`src/rtl/temp_log_pkg.sv`:
```
`default_nettype none
// ============================================================================
// temp_log_pkg : shared sizing, record type and LED helper for the ADC logger
// Rev 1.0
// ============================================================================
package temp_log_pkg;

    localparam int DATA_W     = 12;
    localparam int CH_W       = 5;
    localparam int NUM_CH     = 2;
    localparam int AVG_LOG2   = 4;
    localparam int DEPTH_LOG2 = 6;
    localparam int LED_LOG2   = 3;

    localparam int REC_W = CH_W + DATA_W;
    localparam int OVF_W = 16;
    localparam int LED_W = 1 << LED_LOG2;
    localparam int DEPTH = 1 << DEPTH_LOG2;
    localparam int ACC_W = DATA_W + AVG_LOG2;
    localparam int CNT_W = (AVG_LOG2 > 0) ? AVG_LOG2 : 1;
    localparam int CHI_W = (NUM_CH > 1) ? $clog2(NUM_CH) : 1;

    typedef struct packed {
        logic [CH_W-1:0]   ch;
        logic [DATA_W-1:0] avg;
    } rec_t;

    // Thermometer bar from the top LED_LOG2 bits; level 0 still lights bit 0.
    function automatic logic [LED_W-1:0] led_therm(input logic [DATA_W-1:0] avg);
        logic [LED_LOG2-1:0] lvl;
        logic [LED_W-1:0]    bar;
        lvl = avg[DATA_W-1 -: LED_LOG2];
        for (int i = 0; i < LED_W; i++) begin
            bar[i] = (i <= int'(lvl));
        end
        return bar;
    endfunction

endpackage
`default_nettype wire

```
`src/rtl/temp_log_if.sv`:
```
`default_nettype none
// ============================================================================
// temp_log_if : ADC response, host control/readback and display bundle
// Rev 1.0
// ============================================================================
interface temp_log_if;
    import temp_log_pkg::*;

    logic                  in_valid;
    logic [CH_W-1:0]       in_ch;
    logic [DATA_W-1:0]     in_data;
    logic                  wrap_mode;
    logic                  clear;
    logic [CH_W-1:0]       disp_ch;
    logic [DEPTH_LOG2-1:0] rd_idx;
    logic [REC_W-1:0]      rd_data;
    logic                  avg_valid;
    logic [CH_W-1:0]       avg_ch;
    logic [DATA_W-1:0]     avg_data;
    logic [DEPTH_LOG2:0]   count;
    logic                  full;
    logic [OVF_W-1:0]      ovf_cnt;
    logic [DATA_W-1:0]     min_val;
    logic [DATA_W-1:0]     max_val;
    logic [LED_W-1:0]      led;

    modport master (
        output in_valid, in_ch, in_data, wrap_mode, clear, disp_ch, rd_idx,
        input  rd_data, avg_valid, avg_ch, avg_data, count, full, ovf_cnt,
               min_val, max_val, led
    );

    modport slave (
        input  in_valid, in_ch, in_data, wrap_mode, clear, disp_ch, rd_idx,
        output rd_data, avg_valid, avg_ch, avg_data, count, full, ovf_cnt,
               min_val, max_val, led
    );

endinterface
`default_nettype wire

```
`src/rtl/temp_log_ring.sv`:
```
`default_nettype none
// ============================================================================
// temp_log_ring : simple dual-port record RAM, sync write, registered read
// Rev 1.0
// ============================================================================
module temp_log_ring
    import temp_log_pkg::*;
(
    input  logic                  clk,
    input  logic                  rst,
    input  logic                  i_we,
    input  logic [DEPTH_LOG2-1:0] i_waddr,
    input  logic [REC_W-1:0]      i_wdata,
    input  logic [DEPTH_LOG2-1:0] i_raddr,
    output logic [REC_W-1:0]      o_rdata
);

    logic [REC_W-1:0] r_mem [DEPTH];
    logic [REC_W-1:0] r_rdata;

    always_ff @(posedge clk) begin
        if (i_we) begin
            r_mem[i_waddr] <= i_wdata;
        end
    end

    // Read-during-write returns the old word, matching block-RAM behaviour.
    always_ff @(posedge clk) begin
        if (rst) begin
            r_rdata <= '0;
        end else begin
            r_rdata <= r_mem[i_raddr];
        end
    end

    assign o_rdata = r_rdata;

endmodule
`default_nettype wire

```
`src/rtl/temp_log_ctrl.sv`:
```
`default_nettype none
// ============================================================================
// temp_log_ctrl : per-channel ADC averager, ring-buffer logger, min/max, LED bar
// Rev 1.0
// ============================================================================
module temp_log_ctrl
    import temp_log_pkg::*;
(
    input  logic      clk,
    input  logic      rst,
    temp_log_if.slave bus
);

    localparam logic [CNT_W-1:0]    c_cnt_last = CNT_W'((1 << AVG_LOG2) - 1);
    localparam logic [DEPTH_LOG2:0] c_depth    = (DEPTH_LOG2 + 1)'(DEPTH);
    localparam logic [OVF_W-1:0]    c_ovf_max  = '1;

    logic [ACC_W-1:0]      r_acc [NUM_CH];
    logic [CNT_W-1:0]      r_cnt [NUM_CH];
    logic                  r_avg_valid;
    logic                  r_drop;
    rec_t                  r_rec;
    logic [DEPTH_LOG2-1:0] r_wr_ptr;
    logic [DEPTH_LOG2-1:0] r_rd_ptr;
    logic [DEPTH_LOG2:0]   r_count;
    logic [OVF_W-1:0]      r_ovf;
    logic [DATA_W-1:0]     r_min;
    logic [DATA_W-1:0]     r_max;
    logic [LED_W-1:0]      r_led;

    logic [CHI_W-1:0]      w_idx;
    logic                  w_accept;
    logic                  w_done;
    logic [ACC_W-1:0]      w_sum;
    logic                  w_keep;
    logic                  w_full;
    logic                  w_we;
    logic [DEPTH_LOG2-1:0] w_raddr;
    logic [REC_W-1:0]      w_rdata;

    assign w_idx    = bus.in_ch[CHI_W-1:0];
    assign w_accept = bus.in_valid && (bus.in_ch < CH_W'(NUM_CH));
    assign w_sum    = r_acc[w_idx] + ACC_W'(bus.in_data);
    assign w_done   = w_accept && (r_cnt[w_idx] == c_cnt_last);

    always_ff @(posedge clk) begin
        for (int i = 0; i < NUM_CH; i++) begin
            if (rst || bus.clear) begin
                r_acc[i] <= '0;
                r_cnt[i] <= '0;
            end else if (w_accept && (w_idx == CHI_W'(i))) begin
                r_acc[i] <= w_done ? '0 : w_sum;
                r_cnt[i] <= w_done ? '0 : r_cnt[i] + 1'b1;
            end
        end
    end

    // A record finishing under clear is still announced but never logged.
    always_ff @(posedge clk) begin
        if (rst) begin
            r_avg_valid <= 1'b0;
            r_drop      <= 1'b0;
            r_rec       <= '0;
        end else begin
            r_avg_valid <= w_done;
            r_drop      <= bus.clear;
            if (w_done) begin
                r_rec.ch  <= bus.in_ch;
                r_rec.avg <= DATA_W'(w_sum >> AVG_LOG2);
            end
        end
    end

    assign w_keep = r_avg_valid && !r_drop && !bus.clear;
    assign w_full = (r_count == c_depth);
    assign w_we   = w_keep && !rst && (!w_full || bus.wrap_mode);

    always_ff @(posedge clk) begin
        if (rst || bus.clear) begin
            r_wr_ptr <= '0;
            r_rd_ptr <= '0;
            r_count  <= '0;
            r_ovf    <= '0;
        end else if (w_keep) begin
            if (!w_full) begin
                r_wr_ptr <= r_wr_ptr + 1'b1;
                r_count  <= r_count + 1'b1;
            end else if (bus.wrap_mode) begin
                r_wr_ptr <= r_wr_ptr + 1'b1;
                r_rd_ptr <= r_rd_ptr + 1'b1;
            end else if (r_ovf != c_ovf_max) begin
                r_ovf <= r_ovf + 1'b1;
            end
        end
    end

    always_ff @(posedge clk) begin
        if (rst || bus.clear) begin
            r_min <= '1;
            r_max <= '0;
        end else if (w_keep && (r_rec.ch == bus.disp_ch)) begin
            if (r_rec.avg < r_min) r_min <= r_rec.avg;
            if (r_rec.avg > r_max) r_max <= r_rec.avg;
        end
    end

    // The bar survives clear; only reset blanks it.
    always_ff @(posedge clk) begin
        if (rst) begin
            r_led <= '0;
        end else if (r_avg_valid && (r_rec.ch == bus.disp_ch)) begin
            r_led <= led_therm(r_rec.avg);
        end
    end

    assign w_raddr = r_rd_ptr + bus.rd_idx;

    temp_log_ring u_ring (
        .clk     (clk),
        .rst     (rst),
        .i_we    (w_we),
        .i_waddr (r_wr_ptr),
        .i_wdata (r_rec),
        .i_raddr (w_raddr),
        .o_rdata (w_rdata)
    );

    assign bus.rd_data   = w_rdata;
    assign bus.avg_valid = r_avg_valid;
    assign bus.avg_ch    = r_rec.ch;
    assign bus.avg_data  = r_rec.avg;
    assign bus.count     = r_count;
    assign bus.full      = w_full;
    assign bus.ovf_cnt   = r_ovf;
    assign bus.min_val   = r_min;
    assign bus.max_val   = r_max;
    assign bus.led       = r_led;

endmodule
`default_nettype wire

```
`src/flat_wrapper.sv`:
```
// flat-port wrapper written by rule: the top's interface ports become plain ports
module temp_log_ctrl_flat import temp_log_pkg::*;
  (clk, rst, bus_in_valid, bus_in_ch, bus_in_data, bus_wrap_mode, bus_clear, bus_disp_ch, bus_rd_idx, bus_rd_data, bus_avg_valid, bus_avg_ch, bus_avg_data, bus_count, bus_full, bus_ovf_cnt, bus_min_val, bus_max_val, bus_led);
  temp_log_if bus_i ();
  input  logic clk;
  input  logic rst;
  input wire logic [$bits(bus_i.in_valid)-1:0] bus_in_valid;
  input wire logic [$bits(bus_i.in_ch)-1:0] bus_in_ch;
  input wire logic [$bits(bus_i.in_data)-1:0] bus_in_data;
  input wire logic [$bits(bus_i.wrap_mode)-1:0] bus_wrap_mode;
  input wire logic [$bits(bus_i.clear)-1:0] bus_clear;
  input wire logic [$bits(bus_i.disp_ch)-1:0] bus_disp_ch;
  input wire logic [$bits(bus_i.rd_idx)-1:0] bus_rd_idx;
  output wire logic [$bits(bus_i.rd_data)-1:0] bus_rd_data;
  output wire logic [$bits(bus_i.avg_valid)-1:0] bus_avg_valid;
  output wire logic [$bits(bus_i.avg_ch)-1:0] bus_avg_ch;
  output wire logic [$bits(bus_i.avg_data)-1:0] bus_avg_data;
  output wire logic [$bits(bus_i.count)-1:0] bus_count;
  output wire logic [$bits(bus_i.full)-1:0] bus_full;
  output wire logic [$bits(bus_i.ovf_cnt)-1:0] bus_ovf_cnt;
  output wire logic [$bits(bus_i.min_val)-1:0] bus_min_val;
  output wire logic [$bits(bus_i.max_val)-1:0] bus_max_val;
  output wire logic [$bits(bus_i.led)-1:0] bus_led;
  assign bus_i.in_valid = bus_in_valid;
  assign bus_i.in_ch = bus_in_ch;
  assign bus_i.in_data = bus_in_data;
  assign bus_i.wrap_mode = bus_wrap_mode;
  assign bus_i.clear = bus_clear;
  assign bus_i.disp_ch = bus_disp_ch;
  assign bus_i.rd_idx = bus_rd_idx;
  assign bus_rd_data = bus_i.rd_data;
  assign bus_avg_valid = bus_i.avg_valid;
  assign bus_avg_ch = bus_i.avg_ch;
  assign bus_avg_data = bus_i.avg_data;
  assign bus_count = bus_i.count;
  assign bus_full = bus_i.full;
  assign bus_ovf_cnt = bus_i.ovf_cnt;
  assign bus_min_val = bus_i.min_val;
  assign bus_max_val = bus_i.max_val;
  assign bus_led = bus_i.led;
  temp_log_ctrl u_core (.clk(clk), .rst(rst), .bus(bus_i));
endmodule
```
`config.mk`:
```
export PLATFORM = sky130hd
export DESIGN_NAME = temp_log_ctrl_flat
export DESIGN_NICKNAME = d
export VERILOG_FILES = /design/src/rtl/temp_log_pkg.sv /design/src/rtl/temp_log_if.sv /design/src/rtl/temp_log_ring.sv /design/src/rtl/temp_log_ctrl.sv /design/src/flat_wrapper.sv
export SDC_FILE = /design/constraint.sdc
export NUM_CORES = 1
export LEC_CHECK = 0
export CAP_MARGIN = 5
export CORE_ASPECT_RATIO = 0.5
export CORE_MARGIN = 3
export CORE_UTILIZATION = 60
export DETAILED_ROUTE_END_ITERATION = 8
export PLACE_DENSITY = 0.8
export SLEW_MARGIN = 10
export SYNTH_ARGS = -nofsm -noshare
export SYNTH_HDL_FRONTEND = slang
export SYNTH_SLANG_ARGS = --single-unit
```
`constraint.sdc`:
```
create_clock -name clk -period 9.3 [get_ports clk]
set_input_delay 0.93 -clock clk [delete_from_list [all_inputs] [get_ports clk]]
set_output_delay 0.93 -clock clk [all_outputs]
set_load 0.02 [all_outputs]
```
==> flow_metrics.py <==
metrics = {
    "run_status": {
        "status": "completed",
    },
    "grt": {
        "use_met2_pct": 44.8,
        "antenna_found_initial": 7,
        "met1_usage_pct": 41.4,
        "first_global_vias": 26200,
        "gr-total-overflow": 0,
        "use_met3_pct": 8.31,
        "grt.total_usage_pct": 29.4,
        "top_usage_layer": "met2",
        "grt_pass1_wl_mm": 180,
        "grt_max_degree": 147,
    },
    "hold_path": {
        "hp-start": "u_core.bus.led[0]$_SDFFE_PP0P_",
        "min_path_type": "reg2reg",
        "hold_depth": 2,
        "hold-path-endpoint": "u_core.bus.led[0]$_SDFFE_PP0P_",
    },
    "synthesis": {
        "syn_area_per_cell_um2": 19.8,
        "synth_area_leader_cell": "edfxtp_1",
        "synth_fp_nets": 2550,
        "synth_top_area_share_pct": 69.3,
        "synth_edf_count": 1128,
        "yosysSeqAreaShare_pct": 73.5,
        "synth_ff_type": "edfxtp_1",
        "ys_types": 64,
        "ys_ff_latch": 1231,
        "yosys-top-cells-count": "1128 x edfxtp_1, 306 x mux4_2, 173 x nor2_1",
        "synthArstFlopShare_pct": 0,
        "yosys_warnings": 0,
        "syn_area_mm2": 0.0489,
        "synth_cells": 2468,
        "synth.area.top_cells": "edfxtp_1 69%, mux4_2 14%, dfxtp_1 4.2%",
        "synth_most_common_cell": "edfxtp_1",
    },
    "setup_path": {
        "slowest_delay_ns": 1.12,
        "cpMostUsedCell": "mux4_2",
        "reg2reg_to": "u_core.u_ring.o_rdata[9]$_SDFF_PP0_",
        "r2r_cells": 8,
        "cp.arrival_ns": 5.16,
        "critical_path_buf_inv_count": 3,
        "cp_slowest_cell": "fa_4",
        "required_ns": 9.82,
        "path_delay_family": "adder cells",
        "cp-start-kind": "input pin",
        "r2r_setup_slack_ns": 5.05,
        "crit_path_max_fanout": 146,
        "path_cells": "clkdlybuf4s50_1 > ha_4 > inv_1 > fa_4 > buf_12 > mux4_2 > mux4_2 > a22oi_1 > o221ai_2",
        "end_kind": "register",
        "reg2reg_from": "u_core.r_rd_ptr[0]$_SDFFE_PP0P_",
        "worstSetupPathType": "in2reg",
    },
    "floorplanning": {
        "floorplan.die.height_um": 208,
        "chipWidth_um": 410,
        "core_area_mm2": 0.0801,
        "initial_utilization_pct": 61.0,
        "num_io_pins": 124,
        "die_area_mm2": 0.0851,
        "num_rows": 73,
    },
    "sta": {
        "finalClockSkew_ns": 0.0298,
        "finalMaxSlewViolations": 0,
        "period_share_pct": 49.9,
        "fmax_mhz": 215,
        "finalHoldViolCount": 0,
        "whs_ns": 0.468,
        "tns_ns": 0,
        "finalCriticalPeriod_ns": 4.64,
        "rsz0062_at_grt": "false",
        "finalSetupViolCount": 0,
        "slew_headroom_pct": 13.2,
        "tightestPinTransition_ns": 1.29,
    },
    "cts": {
        "cts_setup_buffers": 0,
        "clockBufferDepth": 3,
        "cts.sinks": 1231,
        "clk_transition_reported_paths_ns": 0.07,
        "h-tree-depth": 3,
        "cts_root_buffer": "clkbuf_16",
        "cts_resized": 0,
        "cts_buffers": 101,
        "cts-hold-fix-buffers": 0,
        "cts_tree": "built",
        "clk-insertion-delay-late_ns": 0.69,
    },
    "cells_and_area": {
        "drive_above_1_share_pct": 25.1,
        "nets": 2748,
        "num-fill-cells": 4710,
        "fin_util_pct": 68.8,
        "final_cells": 3842,
        "areaGrowthSynthToFinish_pct": 12.7,
    },
    "detailed_routing": {
        "antenna_left": 0,
        "routed-via-count": 26200,
        "drcViolationCount": 0,
        "avgViaCountPerCell": 6.81,
        "firstDrtPassIters": 6,
        "routedWlPerCell_um": 32.3,
        "drt_iter0_drc": 4014,
        "routed_wl_mm": 124,
    },
    "place": {
        "hpwl_mm": 68.5,
        "post-place-cells": 3650,
        "globalplace.congestion": 0.855,
        "io_buffers": 123,
    },
    "pwr": {
        "p_seq_share_pct": 56.9,
        "net-switching-power_mw": 2.14,
        "p_sw_share_pct": 20.4,
        "p_leak_nw": 19.4,
        "clockPowerShare_pct": 40.3,
        "peakVddDrop_mv": 0.163,
        "internal-power_mw": 8.35,
        "power.density_mw_per_mm2": 190,
        "p_comb_share_pct": 2.8,
    },
    "flow_run": {
        "max_cap_violations": 0,
    },
}
## worst reg2reg max path, stage by stage (launching register included)
cell and delay (ns):
dfxtp_1 0.44, ha_4 0.19, inv_1 0.06, fa_4 1.12, buf_12 0.66, mux4_2 0.43
mux4_2 0.49, a22oi_1 0.53, o221ai_2 0.18
## worst max-delay path by stage
stage	startpoint	endpoint	depth (start not counted)	slack, ns
finish	bus_rd_idx[0]	u_core.u_ring.o_rdata[9]$_SDFF_PP0_	9	4.66
global route	bus_rd_idx[0]	u_core.u_ring.o_rdata[9]$_SDFF_PP0_	9	4.52
CTS	bus_rd_idx[0]	u_core.u_ring.o_rdata[9]$_SDFF_PP0_	9	4.71
detailed placement	bus_rd_idx[0]	u_core.u_ring.o_rdata[9]$_SDFF_PP0_	9	3.92
global placement	bus_rd_idx[0]	u_core.u_ring.o_rdata[9]$_SDFF_PP0_	9	3.98
floorplan	bus_in_ch[0]	u_core.r_acc[0][7]$_SDFFCE_PN0P_	10	5.62
## power by group through the flow
stage	combinational (mW)	sequential (mW)	clock, mW
after floorplan	0.208	6.08	0
after global placement	0.291	6.09	0
after detailed placement	0.294	6.09	0
after CTS	0.296	5.96	4.26
after global routing	0.313	5.96	4.45
final	0.294	5.97	4.23
## kinds of logic after synthesis
group,Yosys count,share of synthesized area (%)
flip-flops,1231,73.5
multiplexers,433,16.8
AND/OR/NAND/NOR,382,3.68
buffers and inverters,166,1.52
AO/OA/AOI/OAI,155,2.24
XOR/XNOR,52,0.932
adder cells (fa/ha/maj),49,1.29
## flip-flops by register name, indices dropped and copies added (netlist names)
| signal | count |
|---|---|
| u_core.bus.min_val | 12 |
| u_core.bus.count | 7 |
| u_core.u_ring.o_rdata | 17 |
| u_core.bus.avg_ch | 5 |
| u_core.bus.led | 8 |
| u_core.bus.avg_valid | 1 |
| u_core.r_drop | 1 |
| u_core.r_cnt | 8 |
| u_core.bus.max_val | 12 |
| u_core.r_rd_ptr | 6 |
| u_core.r_wr_ptr | 6 |
| u_core.bus.ovf_cnt | 16 |
| u_core.u_ring.r_mem | 1088 |
| u_core.r_acc | 32 |
| u_core.bus.avg_data | 12 |
## area by class of cell
cell class | count | area (um^2) | area share [%]
clock inverters | 52 | 420 | 0.763
diodes | 1 | 2.50 | 0.00454
well taps | 1087 | 1360 | 2.47
repair buffers | 217 | 2000 | 3.63
clock buffers | 139 | 2810 | 5.11
flip-flops and latches | 1231 | 36000 | 65.3
inverters | 44 | 165 | 0.300
multi-input cells | 1071 | 12400 | 22.5
## placed cells by master (no fill, tap or decap), types with 5 or more instances in the layout
master              n
a21o_1             12
a21oi_1            36
a22oi_1            18
and3_1             12
buf_12              5
buf_4              89
bufinv_16           5
clkbuf_1           27
clkbuf_16         104
clkbuf_8            8
clkdlybuf4s50_1   123
clkinv_1           14
clkinv_2           19
clkinvlp_4          6
dfxtp_1            86
dfxtp_2            17
edfxtp_1         1128
ha_1               46
inv_1              44
mux2_2             47
mux2i_1            80
mux4_2            306
nand2_1            42
nand3_1            67
nand4_1            20
nor2_1            122
nor2_2             50
nor2b_1             8
nor3_1             13
nor4_1              8
o21ai_0            39
o221ai_1            7
o221ai_2           10
or3_1               7
xnor2_1            17
xor2_1             33
## metal layers
layer / vias to the layer above / wire length (um)
li1: 10500 / -
met1: 13400 / 44600
met2: 1987 / 57800
met3: 328 / 16600
met4: 8 / 5080
met5: - / 57
## metrics by stage
| stage | area, um^2 | worst slack (ns) | power [mW] |
|---|---|---|---|
| 3_3_place_gp | 51900 | 3.98 | 6.38 |
| 5_1_grt | 55100 | 4.52 | 10.7 |
| 6_report | 55100 | 4.66 | 10.5 |
| 3_5_place_dp | 51900 | 3.92 | 6.38 |
| 2_1_floorplan | 48900 | 5.62 | 6.29 |
| 4_1_cts | 55100 | 4.71 | 10.5 |
(Power assumes the default switching activity.)
